$ cat src/rtl/seg_scan_disp_if.sv
// Pin bundle between the echo-timing counter, the display back-end and the LED driver pins.
interface seg_scan_disp_if;
  logic       trig;
  logic [3:0] count_one;
  logic [3:0] count_ten;
  logic [3:0] count_hundred;
  logic [3:0] count_thousand;
  logic [7:0] seg;
  logic [3:0] dig;
  logic       new_sample;

  modport master (
    output trig, count_one, count_ten, count_hundred, count_thousand,
    input  seg, dig, new_sample
  );

  modport slave (
    input  trig, count_one, count_ten, count_hundred, count_thousand,
    output seg, dig, new_sample
  );
endinterface

$ cat src/rtl/seg_scan_disp.sv
// 4-digit multiplexed common-anode 7-segment back-end: snapshots BCD on trig rise, 2 cycles to pins.
// Optional leading-zero suppression under LEADING_ZERO_BLANK_EN; invalid BCD shows dashes.
module seg_scan_disp #(
  parameter int SCAN_DIV  = 27000,
  parameter int BLANK_CYC = 270
) (
  input  logic           clk,
  input  logic           rstn,
  seg_scan_disp_if.slave bus
);
  localparam int CW = (SCAN_DIV > 1) ? $clog2(SCAN_DIV) : 1;

  typedef enum logic {BLANK = 1'b0, DRIVE = 1'b1} slot_t;

  slot_t           state, state_nxt;
  logic [CW-1:0]   scnt;
  logic [1:0]      idx;
  logic            trig_d;
  logic            capture;
  logic            wrap;
  logic            bad_bcd;
  logic            err;
  logic            new_sample;
  logic            lz_blank;
  logic [3:0][3:0] disp;
  logic [3:0]      cur;
  logic [3:0]      dig, dig_nxt;
  logic [7:0]      seg, seg_nxt;

  function automatic logic [7:0] decode(input logic [3:0] d);
    case (d)
      4'd0:    decode = 8'hC0;
      4'd1:    decode = 8'hF9;
      4'd2:    decode = 8'hA4;
      4'd3:    decode = 8'hB0;
      4'd4:    decode = 8'h99;
      4'd5:    decode = 8'h92;
      4'd6:    decode = 8'h82;
      4'd7:    decode = 8'hF8;
      4'd8:    decode = 8'h80;
      4'd9:    decode = 8'h90;
      default: decode = 8'hFF;
    endcase
  endfunction

  assign capture = bus.trig & ~trig_d;
  assign wrap    = (scnt == CW'(SCAN_DIV - 1));
  assign bad_bcd = (bus.count_one > 4'd9) | (bus.count_ten > 4'd9) |
                   (bus.count_hundred > 4'd9) | (bus.count_thousand > 4'd9);

  assign bus.seg        = seg;
  assign bus.dig        = dig;
  assign bus.new_sample = new_sample;

  // Follows trig even while in reset, so a trig already high at release is not an edge.
  always_ff @(posedge clk) trig_d <= bus.trig;

  always_ff @(posedge clk) begin
    if (!rstn) begin
      scnt       <= '0;
      idx        <= 2'd0;
      state      <= BLANK;
      disp       <= '0;
      err        <= 1'b0;
      new_sample <= 1'b0;
      seg        <= 8'hFF;
      dig        <= 4'hF;
    end else begin
      scnt       <= wrap ? '0 : scnt + CW'(1);
      if (wrap) idx <= idx + 2'd1;
      state      <= state_nxt;
      new_sample <= capture;
      if (capture) begin
        disp <= {bus.count_thousand, bus.count_hundred, bus.count_ten, bus.count_one};
        err  <= bad_bcd;
      end
      seg        <= seg_nxt;
      dig        <= dig_nxt;
    end
  end

  always_comb begin
    state_nxt = state;
    seg_nxt   = 8'hFF;
    dig_nxt   = 4'hF;
    lz_blank  = 1'b0;
    cur       = disp[idx];
`ifdef LEADING_ZERO_BLANK_EN
    case (idx)
      2'd3:    lz_blank = (disp[3] == 4'd0);
      2'd2:    lz_blank = (disp[3] == 4'd0) && (disp[2] == 4'd0);
      2'd1:    lz_blank = (disp[3] == 4'd0) && (disp[2] == 4'd0) && (disp[1] == 4'd0);
      default: lz_blank = 1'b0;
    endcase
`endif
    case (state)
      BLANK: begin
        if (scnt == CW'(BLANK_CYC - 1)) state_nxt = DRIVE;
      end
      DRIVE: begin
        if (wrap) state_nxt = BLANK;
        dig_nxt = ~(4'b0001 << idx);
        if (err)           seg_nxt = 8'hBF;
        else if (lz_blank) seg_nxt = 8'hFF;
        else               seg_nxt = decode(cur);
      end
      default: state_nxt = BLANK;
    endcase
  end
endmodule

$ cat src/flat_wrapper.sv
// flat-port wrapper written by rule: the top's interface ports become plain ports
module seg_scan_disp_flat 
#(
  parameter int SCAN_DIV  = 27000,
  parameter int BLANK_CYC = 270
)
  (clk, rstn, bus_trig, bus_count_one, bus_count_ten, bus_count_hundred, bus_count_thousand, bus_seg, bus_dig, bus_new_sample);
  seg_scan_disp_if bus_i ();
  input  logic clk;
  input  logic rstn;
  input wire logic [$bits(bus_i.trig)-1:0] bus_trig;
  input wire logic [$bits(bus_i.count_one)-1:0] bus_count_one;
  input wire logic [$bits(bus_i.count_ten)-1:0] bus_count_ten;
  input wire logic [$bits(bus_i.count_hundred)-1:0] bus_count_hundred;
  input wire logic [$bits(bus_i.count_thousand)-1:0] bus_count_thousand;
  output wire logic [$bits(bus_i.seg)-1:0] bus_seg;
  output wire logic [$bits(bus_i.dig)-1:0] bus_dig;
  output wire logic [$bits(bus_i.new_sample)-1:0] bus_new_sample;
  assign bus_i.trig = bus_trig;
  assign bus_i.count_one = bus_count_one;
  assign bus_i.count_ten = bus_count_ten;
  assign bus_i.count_hundred = bus_count_hundred;
  assign bus_i.count_thousand = bus_count_thousand;
  assign bus_seg = bus_i.seg;
  assign bus_dig = bus_i.dig;
  assign bus_new_sample = bus_i.new_sample;
  seg_scan_disp #(.SCAN_DIV(SCAN_DIV), .BLANK_CYC(BLANK_CYC)) u_core (.clk(clk), .rstn(rstn), .bus(bus_i));
endmodule
$ cat config.mk
export PLATFORM = sky130hd
export DESIGN_NAME = seg_scan_disp_flat
export DESIGN_NICKNAME = d
export VERILOG_FILES = /design/src/rtl/seg_scan_disp_if.sv /design/src/rtl/seg_scan_disp.sv /design/src/flat_wrapper.sv
export SDC_FILE = /design/constraint.sdc
export NUM_CORES = 1
export LEC_CHECK = 0
export BUFFER_PORTS_ARGS = -buffer_cell sky130_fd_sc_hd__buf_4
export CAP_MARGIN = 25
export CORE_MARGIN = 4
export CORE_UTILIZATION = 35
export CTS_CLUSTER_SIZE = 24
export DETAILED_ROUTE_END_ITERATION = 10
export GPL_ROUTABILITY_DRIVEN = 1
export GPL_TIMING_DRIVEN = 0
export PLACE_DENSITY_LB_ADDON = 0.1
export SLEW_MARGIN = 25
export SYNTH_ARGS = -nofsm -noshare
export SYNTH_HDL_FRONTEND = slang
export SYNTH_SLANG_ARGS = --single-unit
$ cat constraint.sdc
create_clock -name clk -period 2.1 [get_ports clk]
set_clock_uncertainty 0.2 [all_clocks]
set_input_delay 0.105 -clock clk [delete_from_list [all_inputs] [get_ports clk]]
set_output_delay 0.105 -clock clk [all_outputs]
set_load 0.02 [all_outputs]
==> impl_metrics.ini <==
[clock_tree]
cts_tree = yes
cts.clk_slew.worst_paths_ps = 100
cts.sinks = 48
cts_buffer_depth = 2
cts_buffers = 5
clockRootBuffer = clkbuf_8
clk_latency_ps = 310
cts.htree.levels = 2

[worst_setup_path]
slowest_stage = or4b_4
timing.rr.end = u_core.scnt[13]$_SDFF_PP0_
critPathLaunchType = flop
crit_type = reg -> reg
cp-startpoint = u_core.scnt[9]$_SDFF_PP0_
cp_max_fo = 10
arrival_ps = 2030
cp_num_buf_inv = 1
crit_family = simple AND/OR/NAND/NOR gates
path_cells = or4b_4, or3_4, o21ai_4, buf_6, nor2_1
crit_path_end_kind = flop
r2r_cells = 5
r2r_start = u_core.scnt[9]$_SDFF_PP0_
cp.required_ps = 2100
regToRegSetupSlack_ps = 70
critical_path.max_stage_delay_ps = 560

[yosys]
synth_most_common_cell = dfxtp_1
synth_edf_count = 0
yosysTopAreaCell = dfxtp_1
async_reset_ff_frac = 0
seq_area_frac_synth = 0.451
synth_area_leaders = dfxtp_1, nand2_1, ha_1
syn_area_mm2 = 0.00213
ys_types = 39
ys.flop_type = dfxtp_1
ys_seq_elements = 48
synth_nets = 270
synthCells = 239
avgSynthCellArea_um2 = 8.90
yosysTopAreaCellShare = 0.451
yosys-top-cells-count = dfxtp_1, nand2_1, a21oi_1
synth_warnings = 0

[final_layout]
areaGrowthSynthToFinish_pct = 32.1
register_area_um2 = 963
final_layout_size_suffix_gt1_frac = 0.213
antenna_cells = 0
final_nets = 331
fin_util = 0.475
n_fill_cell = 596
multiInputGateArea_mm2 = 0.00108

[place]
portBuffers = 30
post-dp-hpwl_um = 3060
gp_congestion = 0.765

[die]
die_w_um = 86.0
core_area_mm2 = 0.00592
die_area_mm2 = 0.00739
pin_count = 32
die_h_um = 86.0
start_util = 0.359
rows = 28

[worst_hold_path]
hp-start = bus_trig
hold_end = u_core.trig_d$_DFF_P_
min_delay_path_depth = 2
hp-class = in -> reg

[timing]
finalSetupViolations = 0
rsz0062_at_grt = yes
max_freq_mhz = 492
min_period_over_period = 0.967
timing.hold.ws_ps = 251
period_minus_slack_ps = 2030
drv_slew = 0
hold_viol_final = 0

[routing]
routedWlPerCell_um = 11.5
routed_via_density = 4.53
dr.pass1.iters = 4
drt_iter0_drc = 70
drcViolationCount = 0
vias = 1703
drt-total-wl_um = 4340
postRouteAntennaNets = 0

[global_routing]
antenna_found_initial = 0
grt_pass1_vias = 1612
grt_pass1_wl_um = 7420
grt_usage = 0.127
overflow = 0
grt_max_degree = 17

[run]
drv_cap = 0

[power]
p_leak_nw = 1.08
vdd_ir_drop_max_mv = 0.320
power.density_mw_per_mm2 = 640

[outcome]
status = complete, no violations
flip-flops by register name, summed over array words and instances (netlist names):
name	count
u_core.scnt	15
u_core.bus.seg	7
u_core.state	1
u_core.disp	16
u_core.idx	2
u_core.bus.dig	4
u_core.trig_d	1
u_core.bus.new_sample	1
u_core.err	1
cell type report:
cell class	instances	share of cell area
buffer	11	0.0223
clock buffer	5	0.0245
clock inverter	3	0.0165
inverter	11	0.0156
multi-input combinational	169	0.385
sequential	48	0.343
tap	75	0.0334
timing repair buffer	54	0.160
metrics by stage:
stage	setup TNS, ps	std cells	instance area, um2	power [W]	worst slack (ps)
floorplan	0	239	2130	0.00104	4.06
global placement	-149	344	2450	0.00110	-149
CTS	0	373	2770	0.00182	24.4
global route	-22.7	376	2810	0.00189	-20.5
detailed placement	-160	344	2450	0.00110	-160
finish	0	376	2810	0.00180	68.7
where the power goes:
part / switching, W / total, W / internal (W)
clock: 0.000329 / 0.000688 / 0.000359
combinational: 0.0000746 / 0.000163 / 0.0000889
sequential: 0.0000152 / 0.000947 / 0.000932
total: 0.000419 / 0.00180 / 0.00138
cells in the final DEF, fill, tap and decap left out, types with 5 or more instances in the layout:
| master | instances |
|---|---|
| dfxtp_1 | 46 |
| o21ai_0 | 11 |
| nor2_1 | 21 |
| clkbuf_1 | 6 |
| nand2_1 | 43 |
| nor3_1 | 6 |
| buf_4 | 37 |
| nand3_1 | 7 |
| clkbuf_8 | 5 |
| ha_1 | 11 |
| dlygate4sd3_1 | 18 |
| a21oi_1 | 22 |
| xnor2_1 | 10 |
| inv_1 | 9 |
worst register-to-register path: stages, from the launching register on:
cell     delay (ps)
dfxtp_1         350
or4b_4          560
or3_4           370
o21ai_4         230
buf_6           170
nor2_1           50
cells by family after synthesis:
group,after synthesis,synth area share
AOI/OAI and AO/OA,38,0.0988
DFF,48,0.451
and+or+nand+nor,97,0.216
muxes,8,0.0617
other,1,0.00176
xor gates and xnor gates,13,0.0535
buffers and inverters,22,0.0459
adders and majority gates,12,0.0705
layer usage:
metal,up-vias,share of wire,global-route usage
met5,-,0,0
met4,0,0.016,0.0475
met3,6,0.041,0.0375
met2,21,0.44,0.193
met1,761,0.50,0.169
li1,915,-,-
how the worst max path moves through the flow:
stage                                   endpoint  slack [ps]  cells past startpoint
floorplan           u_core.bus.seg[4]$_SDFF_PP1_           4                      8
global placement    u_core.bus.seg[4]$_SDFF_PP1_        -150                      8
detailed placement  u_core.bus.seg[4]$_SDFF_PP1_        -160                      8
CTS                 u_core.bus.seg[4]$_SDFF_PP1_          20                      8
global route        u_core.bus.seg[4]$_SDFF_PP1_         -20                      8
finish                u_core.scnt[13]$_SDFF_PP0_          70                      5
what timing repair did:
action                                  in CTS  in global routing
cloned                                       0                  0
gates resized for setup                      3                  5
endpoints found under the setup margin       1                 11
buffers inserted                             3                  3
pin swaps                                    0                  1
hold buffers                                18                  0
hold endpoints to repair                    23                  0
(Power assumes the default switching activity.)
